==> src/rtl/ifq_pkg.sv <==
// Shared types and constants for the instruction fetch queue.
package ifq_pkg;

    localparam int INST_W       = 32;
    localparam int PC_STEP      = 4;
    localparam int ENTRY_ADDR_W = 64;

    // Queue entry; PCs narrower than ENTRY_ADDR_W are stored zero-extended.
    typedef struct packed {
        logic [ENTRY_ADDR_W-1:0] pc;
        logic [INST_W-1:0]       inst;
    } ifq_entry_t;

endpackage

==> src/rtl/ifq_fifo.sv <==
// Synchronous FIFO of fetched {pc, inst} entries; clear beats push and pop.
module ifq_fifo
    import ifq_pkg::*;
#(
    parameter int DEPTH = 4,
    localparam int AW = $clog2(DEPTH)
) (
    input  logic       clk,
    input  logic       reset,
    input  logic       clear,
    input  logic       push,
    input  ifq_entry_t push_entry,
    input  logic       pop,
    output logic [AW:0] count,
    output ifq_entry_t head
);

    ifq_entry_t     mem [DEPTH];
    logic [AW-1:0]  wr_ptr;
    logic [AW-1:0]  rd_ptr;
    logic           do_push;
    logic           do_pop;

    assign do_pop  = pop && (count != '0);
    // A simultaneous pop frees the slot, so a full FIFO may still accept.
    assign do_push = push && ((count != (AW+1)'(DEPTH)) || do_pop);

    always_ff @(posedge clk) begin
        if (reset || clear) begin
            wr_ptr <= '0;
            rd_ptr <= '0;
            count  <= '0;
        end else begin
            if (do_push) wr_ptr <= wr_ptr + 1'b1;
            if (do_pop)  rd_ptr <= rd_ptr + 1'b1;
            count <= count + (AW+1)'(do_push) - (AW+1)'(do_pop);
        end
    end

    always_ff @(posedge clk) begin
        if (!reset && !clear && do_push) mem[wr_ptr] <= push_entry;
    end

    // Empty queue presents zeros so the head is defined straight out of reset.
    assign head = (count != '0) ? mem[rd_ptr] : '0;

endmodule

==> src/rtl/instruction_fetch_queue.sv <==
// Fetch stage: owns the fetch PC, issues credited imem requests, buffers responses.
// Optional IFQ_PERF_COUNTERS_EN adds stall and dropped-response counters.
module instruction_fetch_queue
    import ifq_pkg::*;
#(
    parameter int                DEPTH    = 4,
    parameter int                ADDR_W   = 64,
    parameter logic [ADDR_W-1:0] RESET_PC = '0
) (
    input  logic              clk,
    input  logic              reset,
    output logic              imem_req_valid,
    input  logic              imem_req_ready,
    output logic [ADDR_W-1:0] imem_req_addr,
    input  logic              imem_resp_valid,
    input  logic [INST_W-1:0] imem_resp_data,
    input  logic              redirect_valid,
    input  logic [ADDR_W-1:0] redirect_pc,
    output logic              inst_valid,
    input  logic              inst_ready,
    output logic [INST_W-1:0] inst_data,
    output logic [ADDR_W-1:0] inst_pc
`ifdef IFQ_PERF_COUNTERS_EN
    ,
    output logic [31:0]       perf_stall_cycles,
    output logic [31:0]       perf_dropped
`endif
);

    localparam int CW = $clog2(DEPTH) + 1;

    logic [ADDR_W-1:0] fetch_pc;
    logic [ADDR_W-1:0] resp_pc;
    logic [CW-1:0]     outstanding;
    logic [CW-1:0]     drop_cnt;
    logic [CW-1:0]     count;
    logic              req_fire;
    logic              resp_drop;
    logic              push;
    logic              pop;
    ifq_entry_t        push_entry;
    ifq_entry_t        head;

    // Credit counts queued plus in-flight entries, so the queue can never overflow.
    assign imem_req_valid = !reset && !redirect_valid &&
                            (({1'b0, count} + {1'b0, outstanding}) < (CW+1)'(DEPTH));
    assign imem_req_addr  = fetch_pc;
    assign req_fire       = imem_req_valid && imem_req_ready;

    assign resp_drop = imem_resp_valid && (redirect_valid || (drop_cnt != '0));
    assign push      = imem_resp_valid && !resp_drop;
    assign inst_valid = (count != '0);
    assign pop       = inst_valid && inst_ready;

    assign push_entry.pc   = ENTRY_ADDR_W'(resp_pc);
    assign push_entry.inst = imem_resp_data;

    always_ff @(posedge clk) begin
        if (reset) begin
            fetch_pc    <= RESET_PC;
            resp_pc     <= RESET_PC;
            outstanding <= '0;
            drop_cnt    <= '0;
        end else if (redirect_valid) begin
            // Everything still in flight after this cycle's response is stale.
            fetch_pc    <= redirect_pc;
            resp_pc     <= redirect_pc;
            outstanding <= outstanding - CW'(imem_resp_valid);
            drop_cnt    <= outstanding - CW'(imem_resp_valid);
        end else begin
            if (req_fire) fetch_pc <= fetch_pc + ADDR_W'(PC_STEP);
            if (push)     resp_pc  <= resp_pc + ADDR_W'(PC_STEP);
            if (imem_resp_valid && (drop_cnt != '0)) drop_cnt <= drop_cnt - 1'b1;
            outstanding <= outstanding + CW'(req_fire) - CW'(imem_resp_valid);
        end
    end

    ifq_fifo #(.DEPTH(DEPTH)) u_fifo (
        .clk        (clk),
        .reset      (reset),
        .clear      (redirect_valid),
        .push       (push),
        .push_entry (push_entry),
        .pop        (pop),
        .count      (count),
        .head       (head)
    );

    assign inst_data = head.inst;
    assign inst_pc   = head.pc[ADDR_W-1:0];

`ifdef IFQ_PERF_COUNTERS_EN
    always_ff @(posedge clk) begin
        if (reset) begin
            perf_stall_cycles <= '0;
            perf_dropped      <= '0;
        end else begin
            if (inst_ready && !inst_valid && (perf_stall_cycles != '1))
                perf_stall_cycles <= perf_stall_cycles + 1'b1;
            if (resp_drop && (perf_dropped != '1))
                perf_dropped <= perf_dropped + 1'b1;
        end
    end
`endif

endmodule

==> config.mk <==
export PLATFORM = sky130hd
export DESIGN_NAME = instruction_fetch_queue
export DESIGN_NICKNAME = d
export VERILOG_FILES = /design/src/rtl/ifq_pkg.sv /design/src/rtl/ifq_fifo.sv /design/src/rtl/instruction_fetch_queue.sv
export SDC_FILE = /design/constraint.sdc
export NUM_CORES = 1
export LEC_CHECK = 0
export ABC_AREA = 1
export CELL_PAD_IN_SITES_DETAIL_PLACEMENT = 0
export CELL_PAD_IN_SITES_GLOBAL_PLACEMENT = 2
export CORE_MARGIN = 2
export CORE_UTILIZATION = 39
export CTS_BUF_LIST = sky130_fd_sc_hd__clkbuf_8
export CTS_CLUSTER_SIZE = 16
export DETAILED_ROUTE_END_ITERATION = 10
export GPL_TIMING_DRIVEN = 0
export PLACE_DENSITY_LB_ADDON = 0.1
export SYNTH_ARGS = -nofsm -noshare
export SYNTH_HDL_FRONTEND = slang
export SYNTH_SLANG_ARGS = --single-unit
==> constraint.sdc <==
create_clock -name clk -period 18.1 [get_ports clk]
set_input_delay 3.62 -clock clk [delete_from_list [all_inputs] [get_ports clk]]
set_output_delay 3.62 -clock clk [all_outputs]
set_load 0.005 [all_outputs]
After elaboration in Yosys (flattened, before gate mapping)

Memory sizes are Yosys's and may differ from the RTL's. A register that Yosys moved wholly into a read port is not among the register bits.
Cells that the tools add are included.

Flip-flop bits (word level): 141
Latch bits: 0
Bits in writable memories: 384
ROM bits: 0
Output and inout port bits: 162
Word-level logic and storage cells: 54
Memories: 1

$add $sub $neg: 11
$mul: 0
Div/mod/pow operators: 0
$lt $le $gt $ge: 1
Equality and inequality tests: 1
Shifts and indexed selects: 0
Muxes and demuxes: 12
Bitwise gates (word level): 0
Reduce and logical (&&, ||, !) cells: 21

Memory list:

| memory     | words | width | rd ports | clocked after memory_dff | write ports | line           | text |
|---|---|---|---|---|---|---|---|
| u_fifo.mem | 4     | 96    | 1        | 1                        | 1           | ifq_fifo.sv:18 | `ifq_entry_t mem [DEPTH];` |

Operators by type and width:

| kind                                                        | count |
|---|---|
| 2-to-1 mux 64 bit                                           | 4 |
| adder 64 x 3 -> 64 bit (second input constant)              | 2 |
| 2-to-1 mux 96 bit                                           | 1 |
| logical AND 1 bit                                           | 10 |
| 2-to-1 mux 3 bit                                            | 3 |
| subtractor 3 x 1 -> 3 bit                                   | 3 |
| adder 3 x 1 -> 3 bit                                        | 2 |
| nonzero test 2 bit                                          | 3 |
| nonzero test 3 bit                                          | 2 |
| adder 2 x 1 -> 2 bit (second input constant)                | 2 |
| adder 3 x 3 -> 4 bit                                        | 1 |
| less-than comparator 4 x 3 -> 1 bit (second input constant) | 1 |
| 2-to-1 mux 2 bit                                            | 2 |
| logical NOT 1 bit                                           | 3 |
| logical OR 1 bit                                            | 3 |
| != test 3 bit (second input constant)                       | 1 |
| subtractor 3 x 1 -> 3 bit (second input constant)           | 1 |
| 2-to-1 mux 1 bit                                            | 2 |

Longest topological paths before layout

Depth after elaboration: 9
Mapped depth: 13
Depth with buffers taken out: 13

Modules after synthesis

From an unflattened synthesis, not the netlist that was laid out.

Cells, all modules: 2867
Area, all modules: 24965.2 um^2

Modules (own cells, without submodules):

| module                  | instances | cells an instance | area an instance (um^2) | seq. area each (um^2) |
|---|---|---|---|---|
| ifq_fifo                | 1         | 1204              | 15292.2                 | 11711.2 |
| instruction_fetch_queue | 1         | 1663              | 9673.0                  | 2682.6 |

Least setup slack after synthesis

OpenSTA, ideal clock, no wires.

Path type: input to register
Start: in imem_resp_valid
End: mem u_fifo.mem[0][0] (netlist bit), enable pin
Setup time: 0.552 ns
Data arrival time: 8.421 ns
Data required time: 17.548 ns
Slack: 9.127 ns
Stages: 8
Cell sequence: nand3_2 clkinv_1 nand2_1 inv_2 nand2_1 inv_1 nand2_1 nor2_1

Longest elaborated chain between the ends: 7

Ends and longest elaborated chain:

| item                                       | line                          | text |
|---|---|---|
| start: declaration                         | instruction_fetch_queue.sv:15 | `input logic imem_resp_valid,` |
| logical AND 1 bit                          | instruction_fetch_queue.sv:50 | `assign resp_drop = imem_resp_valid && (redirect_valid \|\| (drop_cnt != '0));` |
| logical NOT 1 bit                          | instruction_fetch_queue.sv:51 | `assign push = imem_resp_valid && !resp_drop;` |
| logical AND 1 bit (*)                      | instruction_fetch_queue.sv:51 |  |
| logical AND 1 bit (*)                      | ifq_fifo.sv:26                | `assign do_push = push && ((count != (AW+1)'(DEPTH)) \|\| do_pop);` |
| net u_fifo.do_push                         | ifq_fifo.sv:21                | `logic do_push;` |
| logical AND 1 bit (*)                      | ifq_fifo.sv:41                | `if (!reset && !clear && do_push) mem[wr_ptr] <= push_entry;` |
| 2-to-1 mux 1 bit (*)                       | ifq_fifo.sv:41                |  |
| 2-to-1 mux 1 bit (not written as such) (*) | ifq_fifo.sv:41                |  |
| end: declaration                           | ifq_fifo.sv:18                |  |

Mark *: on every way through the listed nets, which the timed path passes. The rest lies on a longest branch.

Worst setup path in the final report

Start: in redirect_valid
End: out imem_req_valid

Longest elaborated chain between the ends: 3

Ends and longest elaborated chain:

| item                            | line                          | text |
|---|---|---|
| start: declaration              | instruction_fetch_queue.sv:17 | `input logic redirect_valid,` |
| logical NOT 1 bit               | instruction_fetch_queue.sv:45 | `assign imem_req_valid = !reset && !redirect_valid &&` |
| logical AND 1 bit (2 in series) | instruction_fetch_queue.sv:45 |  |
| end: declaration                | instruction_fetch_queue.sv:12 | `output logic imem_req_valid,` |

No other way between the ends.

==> impl_results.md <==
* Outcome: finished, final reports clean
* CTS resizes at 0
* Post-route design area at 30,410 sq um
* Die W at 255.6 um
* CTS tree: yes
* Worst min-delay path class: flop to flop
* Met1 Wirelength at 39,250 um
* Depth of the worst register-to-register path at 13
* Top cells by area, synth: edfxtp_1, dfxtp_1, nor2_1
* Final Max Tran Viols at 0
* Vias per inst at 5.182
* Worst EP required at 14.48 ns
* RSZ-0062 raised after global routing: no
* Tcrit/Tclk final at 0.4755
* Post-DP HPWL at 65,790 um
* Pleak at 10.48 nW
* Async SR Flop Fraction at 0
* Layout area overhead at 23.20%
* Flops & latches, synth at approximately 530
* Final worst-path setup slack at roughly 9.5 ns
* Worst-Skew Late Latency at 0.68 ns
* Synth Flop Type: edfxtp_1
* Row count at 92
* Crit path kind: input port to output pin
* Core area at 62,850 sq um
* Hold path endpoint: imem_req_addr[0]
* Clock Skew at 0.02947 ns
* Leading area contributor after synthesis: edfxtp_1
* Synth top area share at 0.4672
* DRT iter0 DRCs at approximately 1,600
* Met2 wire len at 42,750 um
* Highest clock rate at between 0.1 and 0.15 GHz
* Worst r2r src: drop_cnt[0]
* Worst R2R End: u_fifo.mem[1][73]
* Root Driver: clkbuf_8
* Setup bufs post-CTS at 0
* Post-synthesis cell type count at 46
* Synth warn at 0
* Gr usage total at 0.2699
* H-tree Lvls at 3
* Top routing layer in use: met4
* PwrDens at around 89 nW/um^2
* DP Area at 28,680 sq um
* # hold bufs at CTS at 0
* Setup tns final at 0 ns
* Clock sinks at about 530
* Layout cells sized above 1 at 0.06397
* Final Hold Fails at 0
* Pwr Total at around 2.7 mW
* Pin count of the biggest net entering global routing at 30
* Final WL at 89,700 um
* Clock tree buffer depth at 3
* WL per Instance at 21.80 um
* CP max stage delay at 0.56 ns
* Top post-synthesis cells by count: nor2_1, nand2_1, edfxtp_1
* Total number of vias at 21,320
* Worst setup SP type: input port
* Grt ovf at 0
* Ports at 264
* # setup viols final at 0
* Tmin final at ~8.6 ns
* Multi-input gate area at 8989 sq um
* Crit path from: redirect_valid
* Max-cap violations at 0
* DIE AREA at between 60,000 and 70,000 sq um
* FILL cells at 6,099
* Min-delay src: imem_req_addr[0]
* Critical path, cell by cell: buf_6 > nor2_8 > nand2_2 > nor2_4 > clkdlybuf4s50_1
* First-pass DRT Iterations at 6
* Mapped Area at 24,680 sq um
* DRC viols at 0
* Worst R2R Setup Slack at approximately 14 ns
* Initial antenna violation count at 1
* Arrival time worst endpoint at 4.99 ns
* Dpl ws at between 9 and 10 ns
* Die H at 255.6 um
* Vias in the first global route at 20,680
* Met3 WL at about 5000 um
* Relative slew margins at 0.2410
* Num CTS Buffers at between 90 and 100
* Worst-Margin Slew at 1.138 ns
* FF+latch area at 14,390 sq um
* Fin nets at 3,313
* Most frequent cell after synthesis: nor2_1
* Syn Area/Cell at between 8 and 9 sq um
* Peak supply drop at 0.07760 mV
* Port bufs at 261
* Reg clk slew, reported paths at 0.05 ns
* CP max-delay cell: clkdlybuf4s50_1
* Crit end category: output pin
* Hold depth at 2
* Synthesized instance count at 2,823
* Post-DRT Antenna Nets at 0
* First-pass GRT wire length at approximately 130,000 um
* Mapped Nets at roughly 3,000
* Seq/Total Area, Yosys at 0.5832
* Gpl congestion at 0.9205
* Worst Path Max Fanout at 9
* EDFF count, synth at 384
* Initial Utilization at 0.3927
[cells in the final DEF (no fill, tap or decap), drive strengths merged, types with 2 or more instances in the layout]
cell           instances
bufinv                 2
clkinv                34
o21bai                 4
buf                   56
o22ai                  4
nand3                117
o211ai                 4
nor3                   8
and2                   3
nor2                 677
a31oi                 27
xnor2                  5
xor2                  38
dfxtp                143
nand3b                 4
edfxtp               384
o21ai                323
clkinvlp               3
ha                    16
nand4                 16
nand2                509
nor3b                  2
fa                     2
clkdlybuf4s50        261
or2                    3
inv                  249
clkbuf               173
a21oi                195
[flip-flops by register name, indices dropped and copies added (netlist names), named ones only]
signal	count
u_fifo.mem	384
u_fifo.wr_ptr	2
imem_req_addr	64
outstanding	3
resp_pc	64
u_fifo.count	3
u_fifo.rd_ptr	2
drop_cnt	3
[layout make-up]
class | instances | area share
Clock inverter | 71 | 0.01243
Buffer | 117 | 0.01683
Timing Repair Buffer | 275 | 0.09563
Clock buffer | 98 | 0.04436
Tap cell | 846 | 0.03481
Inverter | 217 | 0.02687
Multi-Input combinational cell | 1962 | 0.2956
Sequential cell | 527 | 0.4734
Antenna cell | 1 | 0.00008230
[report_power, final]
part / switching (mW) / leakage (nW) / internal [mW] / total, mW
Clock: 0.508 / 1.00 / 0.532 / 1.04
Sequential: 0.0464 / 4.70 / 1.33 / 1.37
Combinational: 0.169 / 4.77 / 0.120 / 0.289
Total: 0.723 / 10.5 / 1.98 / 2.70
[through the flow]
stage / cells / hold WS, ns / util
after floorplan: 2823 / 0.4364 / -
after global placement: 3930 / 0.4438 / 0.4511
after detailed placement: 3944 / 0.4543 / 0.4563
after CTS: 4113 / 0.4684 / 0.4838
after global routing: 4114 / 0.4975 / 0.4838
final: 4114 / 0.4606 / 0.4838
[layer usage]
metal  global-route usage  vias to the layer above
li1                     -                    10200
met1               0.3642                    10240
met2               0.4506                      751
met3              0.03298                      127
met4              0.09227                        0
met5                    0                        -
[logic make-up after synthesis]
logic type / share of synthesized area
AND/OR/NAND/NOR: 0.2210
AO/OA/AOI/OAI: 0.1170
flip-flops: 0.5832
buffers and inverters: 0.05384
XOR/XNOR: 0.01526
adder cells (fa/ha/maj): 0.009733
[how the worst max path moves through the flow]
stage | to | cells after the start
after detailed placement | imem_req_valid | 5
after global routing | imem_req_valid | 5
final | imem_req_valid | 5
after CTS | imem_req_valid | 5
after global placement | u_fifo.mem[1][79] | 9
after floorplan | u_fifo.mem[0][0] | 8
[worst max-delay path, delay by kind of cell]
family,cells,cell delay [ns]
buf+inv,2,0.72
simple gates,3,0.63
Power figures use the tool's default switching activity.
